`config.mk`:
```
export PLATFORM = sky130hd
export DESIGN_NAME = display_share_arbiter
export DESIGN_NICKNAME = d
export VERILOG_FILES = /design/src/rtl/display_share_arbiter.sv
export SDC_FILE = /design/constraint.sdc
export NUM_CORES = 1
export LEC_CHECK = 0
export CORE_UTILIZATION = 30
export CTS_BUF_LIST = sky130_fd_sc_hd__clkbuf_4
export DETAILED_ROUTE_END_ITERATION = 10
export GPL_ROUTABILITY_DRIVEN = 0
export PLACE_DENSITY = 0.51
export SLEW_MARGIN = 40
export SYNTH_ARGS = -nofsm -noshare
export SYNTH_HDL_FRONTEND = slang
export SYNTH_SLANG_ARGS = --single-unit
```
`constraint.sdc`:
```
create_clock -name clk -period 3.3 [get_ports clk]
set_input_delay 0.495 -clock clk [delete_from_list [all_inputs] [get_ports clk]]
set_output_delay 0.495 -clock clk [all_outputs]
set_load 0.03 [all_outputs]
```
`src/rtl/display_share_arbiter.sv`:
```
// Two-requester round-robin arbiter for the shared four-digit seven-segment display.
// The owner keeps the display for at least HOLD_CYCLES clocks. Define
// DISPLAY_SHARE_ARBITER_BLINK_EN to blink the owner's digits while the other requester waits.
module display_share_arbiter #(
    parameter int         HOLD_CYCLES  = 1000000,
    parameter logic [3:0] BLANK_DIGIT  = 4'hF,
    parameter int         BLINK_PERIOD = 500000
) (
    input  logic        clk,
    input  logic        reset,
    input  logic        req0,
    input  logic [15:0] data0,
    input  logic        req1,
    input  logic [15:0] data1,
    output logic        gnt0,
    output logic        gnt1,
    output logic        busy,
    output logic [3:0]  d1,
    output logic [3:0]  d2,
    output logic [3:0]  d3,
    output logic [3:0]  d4
);

    localparam int               CNT_W   = (HOLD_CYCLES > 1) ? $clog2(HOLD_CYCLES) : 1;
    localparam logic [CNT_W-1:0] CNT_MAX = CNT_W'(HOLD_CYCLES - 1);
    localparam logic [15:0]      BLANK   = {4{BLANK_DIGIT}};

    if (HOLD_CYCLES < 2) begin : g_bad_hold
        $error("display_share_arbiter: HOLD_CYCLES must be at least 2");
    end
    if (BLINK_PERIOD < 1) begin : g_bad_blink
        $error("display_share_arbiter: BLINK_PERIOD must be at least 1");
    end

    typedef enum logic [1:0] {
        IDLE = 2'd0,
        OWN0 = 2'd1,
        OWN1 = 2'd2
    } state_t;

    state_t           state_q, state_d;
    logic [CNT_W-1:0] hold_q, hold_d;
    logic             rr_q, rr_d;          // index of the requester that wins the next tie
    logic [15:0]      data_q, data_d;      // digits currently owned (blank when idle)
    logic             gnt0_q, gnt1_q;

    logic             own_req, oth_req;
    logic [15:0]      own_data, oth_data;
    state_t           oth_state;
    logic             expired;

    // Fold OWN0/OWN1 into one owner/other view so the release rules are written once.
    always_comb begin
        own_req   = (state_q == OWN1) ? req1  : req0;
        oth_req   = (state_q == OWN1) ? req0  : req1;
        own_data  = (state_q == OWN1) ? data1 : data0;
        oth_data  = (state_q == OWN1) ? data0 : data1;
        oth_state = (state_q == OWN1) ? OWN0  : OWN1;
        expired   = (hold_q == CNT_MAX);
    end

    // NOTE: every output of this block gets a default first, so no path can infer a latch.
    always_comb begin
        state_d = state_q;
        hold_d  = hold_q;
        rr_d    = rr_q;
        data_d  = data_q;
        case (state_q)
            IDLE: begin
                data_d = BLANK;
                if (req0 && (!req1 || !rr_q)) begin
                    state_d = OWN0;
                    hold_d  = '0;
                    rr_d    = 1'b1;
                    data_d  = data0;
                end else if (req1) begin
                    state_d = OWN1;
                    hold_d  = '0;
                    rr_d    = 1'b0;
                    data_d  = data1;
                end
            end
            OWN0, OWN1: begin
                if (expired && oth_req) begin
                    // Direct handover: no idle bubble between owners.
                    state_d = oth_state;
                    hold_d  = '0;
                    rr_d    = (oth_state == OWN1) ? 1'b0 : 1'b1;
                    data_d  = oth_data;
                end else if (expired && !own_req) begin
                    state_d = IDLE;
                    data_d  = BLANK;
                end else begin
                    if (!expired) begin
                        hold_d = hold_q + 1'b1;
                    end
                    // A dropped owner keeps the grant but its digits freeze.
                    if (own_req) begin
                        data_d = own_data;
                    end
                end
            end
            default: begin
                state_d = IDLE;
                data_d  = BLANK;
            end
        endcase
    end

    // NOTE: state registers use non-blocking assignments so all flops update from pre-edge values.
    always_ff @(posedge clk or posedge reset) begin
        if (reset) begin
            state_q <= IDLE;
            hold_q  <= '0;
            rr_q    <= 1'b0;
            data_q  <= BLANK;
            gnt0_q  <= 1'b0;
            gnt1_q  <= 1'b0;
        end else begin
            state_q <= state_d;
            hold_q  <= hold_d;
            rr_q    <= rr_d;
            data_q  <= data_d;
            gnt0_q  <= (state_d == OWN0);
            gnt1_q  <= (state_d == OWN1);
        end
    end

    assign gnt0 = gnt0_q;
    assign gnt1 = gnt1_q;
    assign busy = gnt0_q | gnt1_q;

`ifdef DISPLAY_SHARE_ARBITER_BLINK_EN
    localparam int            BW        = (BLINK_PERIOD > 1) ? $clog2(BLINK_PERIOD) : 1;
    localparam logic [BW-1:0] BLINK_MAX = BW'(BLINK_PERIOD - 1);

    logic [BW-1:0] blink_q, blink_d;
    logic          phase_q, phase_d;       // 1 = blank half-phase
    logic [15:0]   disp_q;
    logic          pending;

    always_comb begin
        pending = (state_q != IDLE) && oth_req;
        blink_d = '0;
        phase_d = 1'b0;
        if (pending && (state_d == state_q)) begin
            if (blink_q == BLINK_MAX) begin
                phase_d = !phase_q;
            end else begin
                blink_d = blink_q + 1'b1;
                phase_d = phase_q;
            end
        end
    end

    always_ff @(posedge clk or posedge reset) begin
        if (reset) begin
            blink_q <= '0;
            phase_q <= 1'b0;
            disp_q  <= BLANK;
        end else begin
            blink_q <= blink_d;
            phase_q <= phase_d;
            disp_q  <= phase_d ? BLANK : data_d;
        end
    end

    assign {d4, d3, d2, d1} = disp_q;
`else
    assign {d4, d3, d2, d1} = data_q;
`endif

endmodule

```
After elaboration in Yosys (flattened, before gate mapping)
Cells that the tools add are included.

Output and inout bits: 19. Input bits: 36. Logic and storage cells: 58. Flip-flop bits (word level): 41.

Reductions and logical operators: 12. $add $sub $neg: 1. Bitwise logic cells: 1. Muxes and demuxes: 27. Eq/ne operators: 11.

Operators by type and width (count): 16-bit 2-to-1 mux (7); 20-bit 2-to-1 mux (5); 20-bit one-hot mux with 2 select lines (1); 16-bit one-hot mux with 2 select lines (1); 20-bit by 1-bit adder with 20-bit output, second input constant (1); 20-bit equality test, second input constant (1); 2-bit 2-to-1 mux (5); 3-bit inequality test, second input constant (3); 2-bit equality test, second input constant (3); 1-bit 2-to-1 mux (6); 2-bit by 1-bit equality test with 1-bit output, second input constant (2); 4-bit inequality test, second input constant (1); 2-bit one-hot mux with 2 select lines (1); 4-bit AND reduction (1); 1-bit logical AND (3); 1-bit logical NOT (3); 3-bit AND reduction (1); 2-bit logical NOT (1); 2-bit inequality test, second input constant (1); 1-bit one-hot mux with 2 select lines (1); 2-bit nonzero test (1); 2-bit OR reduction (1); 1-bit logical OR (1); 1-bit OR (1).

Logic depth before layout (Yosys ltp)
Gate-level depths: netlist of the first run.

Word-level depth: 8. Gate-level depth with buffers: 9.

Least setup slack after synthesis of the first run
OpenSTA, ideal clock, no wires.

Path kind: register to register. From: reg state_q[0]. To: reg hold_q[17]. Clock period less this slack: 2.261 ns. Stages on the path, launching flop included: 10. Setup slack: 1.039 ns. Data arrival time: 2.130 ns. Setup time: 0.132 ns. Data required time: 3.168 ns. Cells stage by stage: dfrtp_1 inv_1 ha_1 clkbuf_1 nor3b_1 or4_1 clkbuf_1 nor4_1 xnor2_1 nor2_1.

Longest elaborated chain between the ends: 6. Elaborated cells between the ends (all ways): 16. Those cells by class: 5 x eq/ne; 4 x mux; 7 x reduce/logical.

Ends and longest elaborated chain: from (decl) (RTL line 41) `state_t state_q, state_d;`; from (signal assigned) (RTL line 120) `state_q <= state_d;`; 2-bit equality test (RTL line 54, 55, 68); 1-bit 2-to-1 mux (RTL line 54) `own_req = (state_q == OWN1) ? req1 : req0;`; 1-bit logical NOT (RTL line 90) `end else if (expired && !own_req) begin`; 1-bit logical AND (RTL line 90); 3-bit inequality test (no line); 4-bit AND reduction (no line); to (signal assigned) (RTL line 121) `hold_q <= hold_d;`; to (decl) (RTL line 42) `logic [CNT_W-1:0] hold_q, hold_d;`.

Several ways; a longest one is shown, not always the timed one. A chain may end at the register's enable or synchronous reset.

Worst setup path in the final report of the first run
From: reg hold_q[12]. To: reg data_q[14].

Longest elaborated chain between the ends: 5. Elaborated cells between the ends (all ways): 7. Those cells by class: 2 x eq/ne; 3 x mux; 2 x reduce/logical.

Ends and longest elaborated chain: 20-bit equality test (*) (RTL line 59) `expired = (hold_q == CNT_MAX);`; 1-bit logical AND (RTL line 90); 16-bit 2-to-1 mux (RTL line 90); 16-bit 2-to-1 mux (RTL line 84) `if (expired && oth_req) begin`; 16-bit one-hot mux with 2 select lines (RTL line 68) `case (state_q)`; to (signal assigned) (RTL line 123) `data_q <= data_d;`; to (decl) (RTL line 44) `logic [15:0] data_q, data_d;`.

Mark *: on every way between the ends. The rest lies on a longest branch, timed or not.

==> implementation parameters, run 1 <==
Parameter                              Value

Outcome
  Result of the run ... finished clean

Synthesis
  Ys flop type ... dfrtp_1
  Flop and latch count out of synthesis ... 41
  Top-area cell type share of the netlist area ... 20.3%
  Synthesized Nets ... 363
  Number of enable flip-flop cells after synthesis ... 0
  Sequential area share after synthesis ... 34.0%
  Synth area leader ... dfrtp_1
  Syn. warnings ... 0
  Netlist cell types ... 64
  Biggest area contributors in the synthesized netlist ... dfrtp_1, dfstp_2, a22oi_1, o221ai_2, a221oi_1
  Avg Synthesized Cell Area ... 9.52 µm²
  Post-synthesis instance area ... 0.00308 mm²
  Count of mapped cells out of synthesis ... 323
  Fraction of synthesis flops using an asynchronous set or reset pin ... 100%

GRT
  Wire length of the first global-routing pass ... 15.0 mm
  Overall fraction of global-route tracks in use ... 18.2%
  Number of antenna violations at the first check in global routing ... 0
  Sum of overflow across all layers after global routing ... 0
  Number of global-route vias before repair ... 2,898
  Maximum number of pins on one net before global-route repair ... 42

Floorplan
  Die Footprint ... 0.0107 mm²
  Die height ... 103 µm
  Num rows ... 36
  Initial cell density of the core ... 31.2%
  I/O pin count ... 55
  Floorplan core area ... 0.00986 mm²
  Die X ... 103 µm

Clock tree
  Setup bufs post-CTS ... 0
  Maximum number of buffers from clock root to sink ... 2
  H-Tree Level Count ... 2
  Post-CTS Hold Buffers ... 0
  Clock slew at reported path FFs ... 130 ps
  Later-pin clock latency in the skew report ... 360 ps
  TritonCTS clock tree ... done
  Number of clock buffers inserted by TritonCTS ... 5
  Post-cts sizing count ... 0
  CTS sink cnt ... 41
  CTS root buf ... clkbuf_4

Routing
  Antenna Nets Post-Route ... 0
  Amount of wire on met3 after detailed routing ... 617 µm
  Met2 Wirelength ... 4.42 mm
  Post-route DRC violation count ... 0
  Number of search-and-repair iterations in the first detailed-routing pass ... 5
  Initial DRC Count ... 148
  Detail-routed via count per cell ... 5.70
  Highest metal layer with signal wires ... met4
  Overall via count from detail_route ... 2,867
  Avg WL per Cell ... 18.4 µm
  Routed metal-1 wirelength ... 4.10 mm
  Detailed-route wire length ... 9.28 mm

Finish
  Antenna Diode Count ... 0
  Area taken by multi-input logic gates ... 0.00184 mm²
  Layout Area Growth over Synthesis ... 23.5%
  Storage element area ... 0.00105 mm²
  Total Nets Final ... 409
  Ratio of cells with drive above 1 in the final layout ... 20.5%
  Fillers ... 977
  Final Instance Area ... 0.00380 mm²

STA
  Number of endpoints failing setup at the final stage ... 0
  Post-route clock period utilization ... 80.2%
  Max Clock Freq ... 378 MHz
  Setup repair after global routing missed its margin ... false
  Number of pins exceeding their max-slew limit in the final report ... 0
  Number of hold-slack violations in the final timing report ... 0
  Hold WS ... 529 ps
  Post-layout minimum cycle time ... 2650 ps
  Max-Slew Margin vs Limit ... 50.1%
  Slew at the pin with the worst max-slew slack ... 740 ps
  Setup slack after layout ... 654 ps
  Final Skew ... 7.84 ps
  Sum Neg Setup Slack ... 0 ps

Worst setup path
  Number of cells traversed by the worst register-to-register path ... 5
  Maximum fanout count along the critical path ... 16
  Register-to-register setup slack ... 650 ps
  Crit path max-delay cell type ... o21ai_4
  Data arrival time of the critical path ... 2920 ps
  Worst path top cell family by delay ... simple AND/OR/NAND/NOR gates
  Crit Path Class ... flop to flop
  Worst Path Required ... 3570 ps
  Crit path buf inv count ... 0
  Crit path largest cell delay ... 610 ps
  Sort of element at the end of the critical path ... flop
  Setup crit start kind ... flop
  Worst flop-to-flop path startpoint ... hold_q[12]
  Startpoint of the worst setup timing path ... hold_q[12]
  Critical path cell sequence ... or4b_4, or3_1, o21ai_4, a22oi_1, o221ai_1
  Endpoint of the worst register-to-register path ... data_q[14]

Placed design
  Cell area after placement ... 0.00371 mm²
  Detail Placement HPWL ... 6.21 mm
  Worst setup timing slack at the placement stage ... 462 ps
  Count of input and output buffers ... 54

Power
  Maximum vdd ir drop ... 348 µV
  Total power density per cell area ... 891 mW/mm²
  LEAKAGE ... 1.33 nW

Worst hold path
  Min-Delay Startpoint ... data_q[6]
  Hold WC Path Type ... flop to flop
  Worst Hold Depth ... 2
  Worst Hold Path EP ... data_q[6]

Flow run
  Number of max-capacitance violations reported ... 0
==> how the worst max path moves through the flow <==
| stage | to | slack [ps] | cells past startpoint |
|---|---|---|---|
| floorplan | hold_q[17] | 1040 | 9 |
| global placement | rr_q | 530 | 6 |
| detailed placement | rr_q | 460 | 5 |
| CTS | rr_q | 530 | 7 |
| global route | data_q[12] | 430 | 6 |
| finish | data_q[14] | 650 | 5 |
==> kinds of logic after synthesis <==
| kind of cell | synth area share (%) |
|---|---|
| DFF | 34.0 |
| xor gates and xnor gates | 3.70 |
| buffers and inverters | 6.51 |
| and+or+nand+nor | 23.1 |
| adders and majority gates | 1.95 |
| AOI/OAI and AO/OA | 30.4 |
| muxes | 0.366 |
==> area by class of cell <==
| cell class | instances | area share (%) |
|---|---|---|
| clock buffers | 6 | 1.19 |
| clock inverters | 2 | 0.923 |
| inverters | 8 | 0.791 |
| multi-input cells | 247 | 48.6 |
| flip-flops and latches | 41 | 27.5 |
| well taps | 133 | 4.38 |
| repair buffers | 66 | 16.6 |
==> flip-flops by register name (all words and copies together) (netlist names) <==
register  count
data_q       16
gnt0          1
gnt1          1
hold_q       20
rr_q          1
state_q       2
==> per-stage QoR <==
| step | power [W] | utilization (%) | cells |
|---|---|---|---|
| floorplan | 0.00245 | - | 323 |
| global placement | 0.00300 | 37.5 | 495 |
| detailed placement | 0.00304 | 37.6 | 495 |
| CTS | 0.00340 | 38.4 | 503 |
| global route | 0.00361 | 38.5 | 503 |
| finish | 0.00338 | 38.5 | 503 |
==> per-layer routing <==
| metal | global-route usage (%) | vias to the layer above |
|---|---|---|
| li1 | - | 1346 |
| met1 | 23.4 | 1392 |
| met2 | 31.9 | 117 |
| met3 | 2.76 | 12 |
| met4 | 5.09 | 0 |
| met5 | 0 | - |
==> worst register-to-register path, stage by stage, from the launching register on <==
cell and delay [ps]:
dfrtp_1 450, or4b_4 590, or3_1 530, o21ai_4 610, a22oi_1 150, o221ai_1 240
==> power breakdown <==
part           leakage, nW  switching [W]  internal (W)
clock               0.0456       0.000184      0.000167
combinational        0.779        0.00132      0.000869
sequential           0.509       0.000107      0.000730
total                 1.33        0.00162       0.00177
==> placed cells by master, fill, tap and decap left out, types with 6 or more instances in the layout <==
cell	netlist	routed
a22oi_1	23	23
a221oi_1	16	16
xnor2_1	11	11
o221ai_1	6	6
o21ai_1	7	7
clkdlybuf4s50_1	0	54
nor4_1	6	6
nand3_1	25	25
inv_1	8	8
nor2_1	19	19
nand2_1	17	17
buf_4	3	12
a21oi_1	10	9
a22oi_2	10	10
clkbuf_4	1	6
o221ai_2	10	10
dfrtp_1	25	25
nand2b_1	17	17
dfstp_2	16	16
==> synth_stat cells, drive strengths merged (11+ instances only) <==
cell / n
dfstp: 16
clkbuf: 13
xnor2: 11
nand2b: 17
a221oi: 16
o21ai: 13
dfrtp: 25
o221ai: 16
a22oi: 33
a21oi: 11
buf: 14
nand2: 17
nand3: 25
nor2: 19
No activity file was read; power rests on OpenSTA's default activity.
==> run 2, diff against run 1 <==
clock period = 2.7 ns   (was 3.3 ns; I/O delays follow)
==> implementation parameters, run 2 (same netlist as run 1, synthesis figures left out) <==
Parameter                              Value

Outcome
  Result of the run ... finished clean

Floorplan
  Die height ... 103 µm
  Num rows ... 36
  Initial cell density of the core ... 31.2%
  I/O pin count ... 55
  Die Footprint ... 0.0107 mm²
  Floorplan core area ... 0.00986 mm²
  Die X ... 103 µm

Worst setup path
  Number of cells traversed by the worst register-to-register path ... 7
  Data arrival time of the critical path ... 2680 ps
  Sort of element at the end of the critical path ... flop
  Crit path largest cell delay ... 650 ps
  Maximum fanout count along the critical path ... 10
  Crit path max-delay cell type ... or4_1
  Crit Path Class ... flop to flop
  Critical path cell sequence ... inv_1, ha_1, nor2_1, or4_1, nor4_1, xnor2_1, nor2_1
  Library cell appearing most often on the critical path ... nor2_1
  Worst path top cell family by delay ... simple AND/OR/NAND/NOR gates
  Worst Path Required ... 2950 ps
  Worst flop-to-flop path startpoint ... state_q[0]
  Endpoint of the worst register-to-register path ... hold_q[17]
  Setup crit start kind ... flop
  Crit path buf inv count ... 1
  Register-to-register setup slack ... 280 ps

Finish
  Final Instance Area ... 0.00386 mm²
  Storage element area ... 0.00105 mm²
  Ratio of cells with drive above 1 in the final layout ... 21.7%
  Most common cell after layout, fill and taps aside ... clkdlybuf4s50_1
  Fillers ... 987
  Commonest non-fill, non-tap cells in the layout ... clkdlybuf4s50_1, nand3_1, dfrtp_1, a22oi_1
  Max FFs per register ... 20
  Largest regs ... hold_q: 20 flops, data_q: 16 flops, state_q: 2 flops
  Total Nets Final ... 417
  Layout Area Growth over Synthesis ... 25.4%
  Area taken by multi-input logic gates ... 0.00183 mm²
  Antenna Diode Count ... 0
  Largest reg by FF count ... hold_q
  Final cell count without fillers ... 511

Clock tree
  H-Tree Level Count ... 2
  Setup bufs post-CTS ... 0
  TritonCTS clock tree ... done
  Clock slew at reported path FFs ... 130 ps
  Number of clock buffers inserted by TritonCTS ... 5
  Post-CTS Hold Buffers ... 0
  CTS sink cnt ... 41
  Post-cts sizing count ... 0
  Maximum number of buffers from clock root to sink ... 2
  Later-pin clock latency in the skew report ... 350 ps
  CTS root buf ... clkbuf_4

Placed design
  Count of input and output buffers ... 54
  Detail Placement HPWL ... 6.10 mm
  Number of instances in the placed design ... 503
  Cell area after placement ... 0.00378 mm²

Routing
  Number of search-and-repair iterations in the first detailed-routing pass ... 5
  Detail-routed via count per cell ... 5.50
  Overall via count from detail_route ... 2,812
  Post-route DRC violation count ... 0
  Avg WL per Cell ... 17.8 µm
  Detailed-route wire length ... 9.09 mm
  Antenna Nets Post-Route ... 0
  Initial DRC Count ... 142

STA
  Post-layout minimum cycle time ... 2420 ps
  Number of pins exceeding their max-slew limit in the final report ... 0
  Post-route clock period utilization ... 89.8%
  Number of hold-slack violations in the final timing report ... 0
  Max Clock Freq ... 412 MHz
  Slew at the pin with the worst max-slew slack ... 622 ps
  Number of endpoints failing setup at the final stage ... 0
  Max-Slew Margin vs Limit ... 58.1%
  Setup repair after global routing missed its margin ... false
  Final Skew ... 5.32 ps
  Sum Neg Setup Slack ... 0 ps

Flow run
  Number of max-capacitance violations reported ... 0

GRT
  Number of global-route vias before repair ... 2,935
  Overall fraction of global-route tracks in use ... 17.9%
  Maximum number of pins on one net before global-route repair ... 42
  Wire length of the first global-routing pass ... 14.7 mm
  Number of antenna violations at the first check in global routing ... 0
  Sum of overflow across all layers after global routing ... 0

Power
  Total power density per cell area ... 1090 mW/mm²
  LEAKAGE ... 1.37 nW
  Maximum vdd ir drop ... 389 µV

Worst hold path
  Hold WC Path Type ... input port to async pin
[run 2: cell types whose count changed in the layout (fill, tap and decap cells not counted), sizes merged]
cell,delta
buf,+8
[run 2: worst max-delay path by stage]
stage | to | slack, ps | cells past startpoint | from
6_report | hold_q[17] | 280 | 7 | state_q[0]
5_1_grt | hold_q[17] | 90 | 7 | state_q[0]
4_1_cts | hold_q[17] | 280 | 7 | state_q[0]
3_5_place_dp | data_q[15] | 280 | 6 | req0
3_3_place_gp | hold_q[18] | 310 | 7 | req1
2_1_floorplan | hold_q[17] | 440 | 9 | state_q[0]
[run 2: metrics by stage]
| step | utilization [%] | hold slack (ps) | power (W) | setup WS [ps] |
|---|---|---|---|---|
| global placement | 38.3 | 510 | 0.00378 | 314 |
| CTS | 39.1 | 493 | 0.00423 | 279 |
| global route | 39.1 | 550 | 0.00449 | 88.0 |
| finish | 39.1 | 472 | 0.00419 | 276 |
| detailed placement | 38.3 | 514 | 0.00380 | 280 |
| floorplan | - | 501 | 0.00300 | 439 |
[run 2: layout make-up]
cell class                      instances  area share, %
Clock inverter                          2          0.876
Tap cell                              133           4.31
Timing Repair Buffer                   74           18.2
Clock buffer                            6           1.17
Multi-Input combinational cell        247           47.5
Sequential cell                        41           27.1
Inverter                                8          0.778
[run 2: routing by layer]
| layer | up-vias | routed length (µm) | GRT usage (%) |
|---|---|---|---|
| met3 | 17 | 471 | 2.76 |
| met2 | 86 | 4530 | 32.8 |
| met5 | - | 0 | 0 |
| met4 | 0 | 121 | 5.31 |
| li1 | 1357 | - | - |
| met1 | 1352 | 3970 | 21.7 |
[run 2: worst min-delay path: stages]
cell             delay, ps
clkdlybuf4s50_1        390
inv_1                   50
buf_4                  450
[run 2: report_power, final]
group / switching, W / total [W] / internal (W) / leakage, nW
registers: 0.000126 / 0.00102 / 0.000892 / 0.509
clock network: 0.000214 / 0.000417 / 0.000203 / 0.0433
logic: 0.00161 / 0.00275 / 0.00114 / 0.821
total: 0.00195 / 0.00419 / 0.00224 / 1.37
==> run 3, diff against run 2 <==
CORE_UTILIZATION = 48   (was 30)
PLACE_DENSITY = 0.78   (was 0.51)
clock period = 2 ns   (was 2.7 ns; I/O delays follow)
==> implementation parameters, run 3 (same netlist as run 1, synthesis figures left out) <==
Parameter                              Value

Finish
  Max FFs per register ... 20
  Ratio of cells with drive above 1 in the final layout ... 40.8%
  Total Nets Final ... 468
  Most common cell after layout, fill and taps aside ... buf_4
  Layout Area Growth over Synthesis ... 46.4%
  Largest regs ... hold_q: 20 flops, data_q: 16 flops, state_q: 2 flops
  Fillers ... 414
  Largest reg by FF count ... hold_q
  Storage element area ... 0.00105 mm²
  Commonest non-fill, non-tap cells in the layout ... buf_4, clkdlybuf4s50_1, a22oi_2, dfrtp_1, nand3_1
  Antenna Diode Count ... 0
  Area taken by multi-input logic gates ... 0.00212 mm²

Worst setup path
  Crit path max-delay cell type ... or4b_4
  Worst Path Required ... 2310 ps
  Sort of element at the end of the critical path ... flop
  Setup crit start kind ... flop
  Data arrival time of the critical path ... 2450 ps
  Library cell appearing most often on the critical path ... buf_6
  Critical path cell sequence ... or4b_4, buf_6, nor3_4, nand4_1, buf_6, a22oi_2, o221ai_2
  Maximum fanout count along the critical path ... 8
  Crit path largest cell delay ... 550 ps
  Crit Path Class ... flop to flop
  Register-to-register setup slack ... -140 ps

Floorplan
  Die Footprint ... 0.00673 mm²
  I/O pin count ... 55
  Num rows ... 28
  Initial cell density of the core ... 50.7%
  Die height ... 82.0 µm
  Floorplan core area ... 0.00606 mm²
  Die X ... 82.0 µm

STA
  Max-Slew Margin vs Limit ... 44.0%
  Number of endpoints failing setup at the final stage ... 38
  Slew at the pin with the worst max-slew slack ... 840 ps
  Final Skew ... 20.6 ps
  Number of pins exceeding their max-slew limit in the final report ... 0
  Post-route clock period utilization ... 107%
  Setup repair after global routing missed its margin ... true
  Sum Neg Setup Slack ... -3090 ps
  Hold WS ... 330 ps
  Number of hold-slack violations in the final timing report ... 0
  Post-layout minimum cycle time ... 2140 ps
  Setup slack after layout ... -143 ps
  Max Clock Freq ... 467 MHz

Placed design
  Count of input and output buffers ... 54
  Worst setup timing slack at the placement stage ... -267 ps
  Detail Placement HPWL ... 6.43 mm

Routing
  Number of search-and-repair iterations in the first detailed-routing pass ... 5
  Detail-routed via count per cell ... 6.41
  Detailed-route wire length ... 10.1 mm
  Initial DRC Count ... 284
  Antenna Nets Post-Route ... 0
  Overall via count from detail_route ... 3,232
  Post-route DRC violation count ... 0
  Avg WL per Cell ... 20.1 µm

Clock tree
  CTS root buf ... clkbuf_4
  H-Tree Level Count ... 2
  Later-pin clock latency in the skew report ... 390 ps
  CTS sink cnt ... 41
  Maximum number of buffers from clock root to sink ... 2
  Clock slew at reported path FFs ... 150 ps
  TritonCTS clock tree ... done
  Number of clock buffers inserted by TritonCTS ... 5

Flow run
  Number of max-capacitance violations reported ... 0

Worst hold path
  Hold WC Path Type ... input port to async pin

Outcome
  Failing checks ... setup timing
  Result of the run ... finished with violations

GRT
  Number of antenna violations at the first check in global routing ... 0
  Wire length of the first global-routing pass ... 15.2 mm
  Number of global-route vias before repair ... 3,065
  Maximum number of pins on one net before global-route repair ... 42
  Overall fraction of global-route tracks in use ... 30.2%
  Sum of overflow across all layers after global routing ... 0

Power
  Fraction of power consumed by combinational cells ... 72.3%
  Part of the total power dissipated in sequential elements ... 20.8%
  Psw ... 0.00303 W
  LEAKAGE ... 1.78 nW
  Switching power share of the total ... 46.6%
  Power Total ... 0.00650 W
  Total power density per cell area ... 1440 mW/mm²
  Internal power summed over all cells ... 0.00347 W
  Part of the power in the clock network ... 6.9%
  Maximum vdd ir drop ... 958 µV
run 3: cell types whose count changed in the layout (fill, tap and decap cells not counted), moves of 14 or more:
| cell | change |
|---|---|
| buf_6 | +14 |
| a22oi_2 | +17 |
| buf_4 | +36 |
| a22oi_1 | -17 |
run 3: critical path, delay by kind of cell, from the launching register on:
kind	cells	cell delay (ps)
simple gates	3	980
flops	1	410
buf+inv	2	360
compound gates	2	310
run 3: what timing repair did:
action                                  in CTS  in global routing
gates resized for setup                     34                 28
setup buffers                                5                  2
endpoints found under the setup margin      37                 42
hold buffers                                 0                  0
pin swaps                                   12                 35
cloned                                       1                  1
run 3: routing by layer:
| metal | part of all wire, % | wire [µm] | GRT usage, % | vias up |
|---|---|---|---|---|
| met5 | 0 | 0 | 0 | - |
| met3 | 6.0 | 606 | 4.78 | 33 |
| li1 | - | - | - | 1465 |
| met4 | 2.8 | 280 | 13.7 | 0 |
| met2 | 48 | 4820 | 47.0 | 158 |
| met1 | 44 | 4410 | 40.8 | 1576 |
run 3: layout make-up:
type                            instances  share of cell area [%]
Tap cell                               75                    2.08
Inverter                                8                   0.750
Multi-Input combinational cell        247                    47.1
Clock inverter                          3                   0.389
Timing Repair Buffer                  125                    25.6
Sequential cell                        41                    23.2
Clock buffer                            5                   0.834
run 3: worst paths after layout:
kind | to | from | cells after the start
hold / removal | rr_q | reset | 3
setup reg to reg | data_q[6] | hold_q[15] | 7
hold reg to reg | data_q[5] | data_q[5] | 2
setup / recovery | data_q[6] | hold_q[15] | 7
max in group asynchronous | data_q[13] | reset | 3
min in group clk | data_q[5] | data_q[5] | 2
run 3: stage by stage:
step / util [%] / cells / instance area (µm²)
6_report: 74.3 / 504 / 4500
5_1_grt: 74.3 / 504 / 4500
4_1_cts: 72.4 / 502 / 4390
3_5_place_dp: 68.4 / 488 / 4140
3_3_place_gp: 68.4 / 488 / 4140
2_1_floorplan: - / 323 / 3220
run 3: power groups by stage:
stage	Clock (W)	Combinational [W]	Sequential, W
finish	0.000450	0.00470	0.00135
CTS	0.000445	0.00440	0.00134
global placement	0	0.00401	0.00136
global route	0.000488	0.00498	0.00138
floorplan	0	0.00247	0.00174
detailed placement	0	0.00411	0.00135
==> RTL edit 1, RTL diff (settings of run 3) <==
`hold_q` no longer has a reset.
--- a/src/rtl/display_share_arbiter.sv
+++ b/src/rtl/display_share_arbiter.sv
@@ -111,19 +111,21 @@
     always_ff @(posedge clk or posedge reset) begin
         if (reset) begin
             state_q <= IDLE;
-            hold_q  <= '0;
             rr_q    <= 1'b0;
             data_q  <= BLANK;
             gnt0_q  <= 1'b0;
             gnt1_q  <= 1'b0;
         end else begin
             state_q <= state_d;
-            hold_q  <= hold_d;
             rr_q    <= rr_d;
             data_q  <= data_d;
             gnt0_q  <= (state_d == OWN0);
             gnt1_q  <= (state_d == OWN1);
         end
+    end
+
+    always_ff @(posedge clk) begin
+        hold_q <= hold_d;
     end
 
     assign gnt0 = gnt0_q;
Behaviour: same outputs for any inputs over 10 cycles, from zero or initial values and one cycle with reset high; that may be too few to reach the edited logic, so the function may still have changed.
==> RTL edit 1 against run 3 <==
- the flow still finishes with violations (negative setup slack)
- setup slack gained 0.13 ns
- utilization shrank 5.5 points
- total power shrank 14%
- hold slack lost 0.045 ns
- synthesized area shrank 8.0%
- sequential cell count is the same
- largest cell class unchanged
- highest routed layer unchanged
- wire length shrank 25%
- final area shrank 14%
==> RTL edit 1: results (changes against run 3) <==
[status]
status=finished with violations
violations=negative setup slack

[clocking]
post-cts-setup-buffers=1  ; -4
clk_pin_slew_ns=0.13  ; -0.02 ns
cts_resized=6  ; -82%
worstSkewPairLatency_ns=0.35  ; -0.04 ns

[finish]
drive_above_1_share_pct=22.44  ; -18 points
flops_and_latches=41  ; unchanged
inverters_excl_clock=5  ; -3
fill_cells=439  ; +6.0%
num-multi-input-gates=250  ; +1.2%
final_cells=473  ; -6.2%
finalNetCount=440  ; -6.0%

[synthesis]
synth_cell_types=46  ; -28%
synth_common_cells=nor2_1 (42), nand2_1 (25), nand4_1 (21), nor2b_1 (21), o21ai_0 (21)
synth_fa_ha_area_share_pct=1.768  ; -0.18 points
synthXorXnorAreaFrac_pct=5.261  ; +1.6 points
synth_compound_area_share_pct=20.34  ; -10 points
syn_nets=360  ; -0.83%
synth.area.top_cells=edfxtp_1 (21%), dfstp_2 (15%), nor2_1 (5.6%), nand4_1 (4.6%), nor2b_1 (4.6%)

[worst_setup_path]
crit_end=gnt0
worstReg2RegStart=hold_q[13]
path_max_fanout=5  ; -3
crit_slowest_cell=edfxtp_1

[drt]
drtIter0Drc=261  ; -8.1%
wl_mm=7.599  ; -25%
wl_met2_mm=3.789  ; -21%
drtPass1Iterations=4  ; -1

[grt]
grt_pass1_wl_mm=12.80  ; -16%
grt_util_met1_pct=33.90  ; -6.9 points
grt_max_degree=27  ; -36%

[placement]
preCtsSetupSlack_ns=-0.1130  ; +0.1542 ns
dp.cells=463  ; -5.1%
dp_hpwl_mm=5.312  ; -17%

[power]
combPwrFrac_pct=59.9  ; -12 points
comb_cell_power_uw=3350  ; -29%
clock_power_uw=407  ; -9.6%
power.leakage_uw=0.001436  ; -19%

[timing]
clock_skew_ns=0.01725  ; -0.003333 ns
tns_ns=-0.02706  ; +3.067 ns
setup_viol=2  ; -95%
worst_slack_ns=-0.01625  ; +0.1263 ns

[RTL edit 1: cell count changes after synthesis, sizes merged, moves of 17 or more]
cell    delta
a22oi     -33
a31oi     +17
dfrtp     -20
edfxtp    +20
nand2b    -17
nand3     -17
nand4     +17
nor2      +23
nor2b     +21
[RTL edit 1: worst min-delay path by stage]
| stage | cells past startpoint | endpoint | slack [ns] | startpoint |
|---|---|---|---|---|
| after floorplan | 1 | gnt0 | 0.26 | reset |
| after global placement | 2 | data_q[11] | 0.49 | data_q[11] |
| after detailed placement | 2 | data_q[7] | 0.49 | data_q[7] |
| after CTS | 3 | state_q[1] | 0.27 | reset |
| after global routing | 3 | state_q[0] | 0.30 | reset |
| final | 3 | state_q[0] | 0.28 | reset |
[RTL edit 1: worst max-delay path: cells and delay by family, from the launching register on]
kind                   cells  cell delay (ns)
buffers and inverters      1             0.22
flip-flops                 1             0.46
AO/OA/AOI/OAI              3             0.74
AND/OR/NAND/NOR            2             0.55
==> RTL edit 2, RTL diff (settings of run 3) <==
Without the edit above. The parameter `HOLD_CYCLES` goes from 1000000 to 2000000.
--- a/src/rtl/display_share_arbiter.sv
+++ b/src/rtl/display_share_arbiter.sv
@@ -2,7 +2,7 @@
 // The owner keeps the display for at least HOLD_CYCLES clocks. Define
 // DISPLAY_SHARE_ARBITER_BLINK_EN to blink the owner's digits while the other requester waits.
 module display_share_arbiter #(
-    parameter int         HOLD_CYCLES  = 1000000,
+    parameter int         HOLD_CYCLES  = 2000000,
     parameter logic [3:0] BLANK_DIGIT  = 4'hF,
     parameter int         BLINK_PERIOD = 500000
 ) (
Check against the original RTL: same outputs for any inputs over 10 cycles, from zero or initial values and one cycle with reset high; that may be too few to reach the edited logic, so the function may still have changed.
==> RTL edit 2 against run 3 <==
- the flow still finishes with violations (negative setup slack)
- sequential cell count increased by 1
- first-iteration DRC count decreased by 2.5%
- clock skew shrank 0.0047 ns
- critical path depth increased by 1
- total power shrank 11%
- final area is 1.2% lower
- global-route usage down 1.1 points
- hold slack gained 0.013 ns
- setup slack worse by 0.13 ns
- wire length down 2.6%
- clock power grew 1%
- synthesized area grew 1.1%
- critical path type unchanged
- largest cell class unchanged
==> RTL edit 2: results (changes against run 3) <==
[clocking]
post-cts-setup-buffers=7  ; +2
cts_resized=16  ; -53%

[synthesis]
synth.area.top_cells=dfrtp_1 (21%), dfstp_2 (14%), mux2_2 (12%), nor2_1 (7.1%), o221a_2 (5.8%)
syn_nets=379  ; +4.4%
ys_seq_elements=42  ; +2.4%
synth_common_cells=nor2_1 (59), mux2_2 (33), dfrtp_1 (26), nand2_1 (24), a31oi_1 (17)
synthMuxAreaShare_pct=12.27  ; +12 points
synth_compound_area_share_pct=22.49  ; -7.9 points
synth_fa_ha_area_share_pct=1.609  ; -0.34 points

[timing]
worst_slack_ns=-0.2720  ; -0.1295 ns
setup_viol=28  ; -26%
clock_skew_ns=0.01591  ; -0.004675 ns

[worst_setup_path]
path_max_fanout=7  ; -1
slowest_delay_ns=0.48  ; -0.07 ns
worstPathArrival_ns=2.59  ; +0.14 ns
worstReg2RegStart=hold_q[8]
ff2ff_path_depth=8  ; +1
crit_slowest_cell=or4_4

[drt]
viasPerCell=6.323  ; -1.4%
vias=3332  ; +3.1%
drtIter0Drc=277  ; -2.5%

[finish]
buf_share_pct=27.26  ; +1.6 points
fill_cells=424  ; +2.4%
finalNetCount=491  ; +4.9%
clkbuf_count=6  ; +1
reg.largest.list=hold_q x21, data_q x16, state_q x2
multi_input_area_share_pct=44.73  ; -2.4 points
ff_latch_area_um2=1071  ; +2.4%

[power]
p_per_area_nw_per_um2=1296  ; -10%
ir_worst_vdd_v=0.0009934  ; +3.7%
power.leakage_uw=0.001806  ; +1.7%

[grt]
grt_max_degree=43  ; +2.4%
grt_pass1_vias=3240  ; +5.7%
grt_pass1_wl_mm=15.06  ; -1.2%

[status]
status=finished with violations
violations=negative setup slack

RTL edit 2: cell types whose count changed in the layout (fill, tap and decap cells not counted), moves of 14 or more:
cell	run 3	this run
nand3_1	24	10
o221a_2	0	16
a22oi_2	27	0
nand2b_1	17	1
mux2_2	0	33
a31oi_1	1	17
nor2_1	18	55
a221oi_1	16	0
RTL edit 2: tightest hold or removal path, cell delays in order:
cell             delay [ns]
clkdlybuf4s50_1        0.39
inv_1                  0.05
buf_4                  0.45
RTL edit 2: worst max-delay path by stage:
stage,end,slack [ns],depth (start not counted)
3_5_place_dp,data_q[5],-0.27,7
6_report,data_q[4],-0.27,8
5_1_grt,data_q[3],-0.40,8
2_1_floorplan,data_q[2],-0.21,6
4_1_cts,data_q[4],-0.19,8
3_3_place_gp,hold_q[4],-0.21,7
RTL edit 2: metal layers:
layer	vias up	GRT usage [%]	wire, um
li1	1516	-	-
met1	1624	36.11	4035
met2	167	50.99	4992
met3	25	3.956	652
met4	0	10.86	166
met5	-	0	0
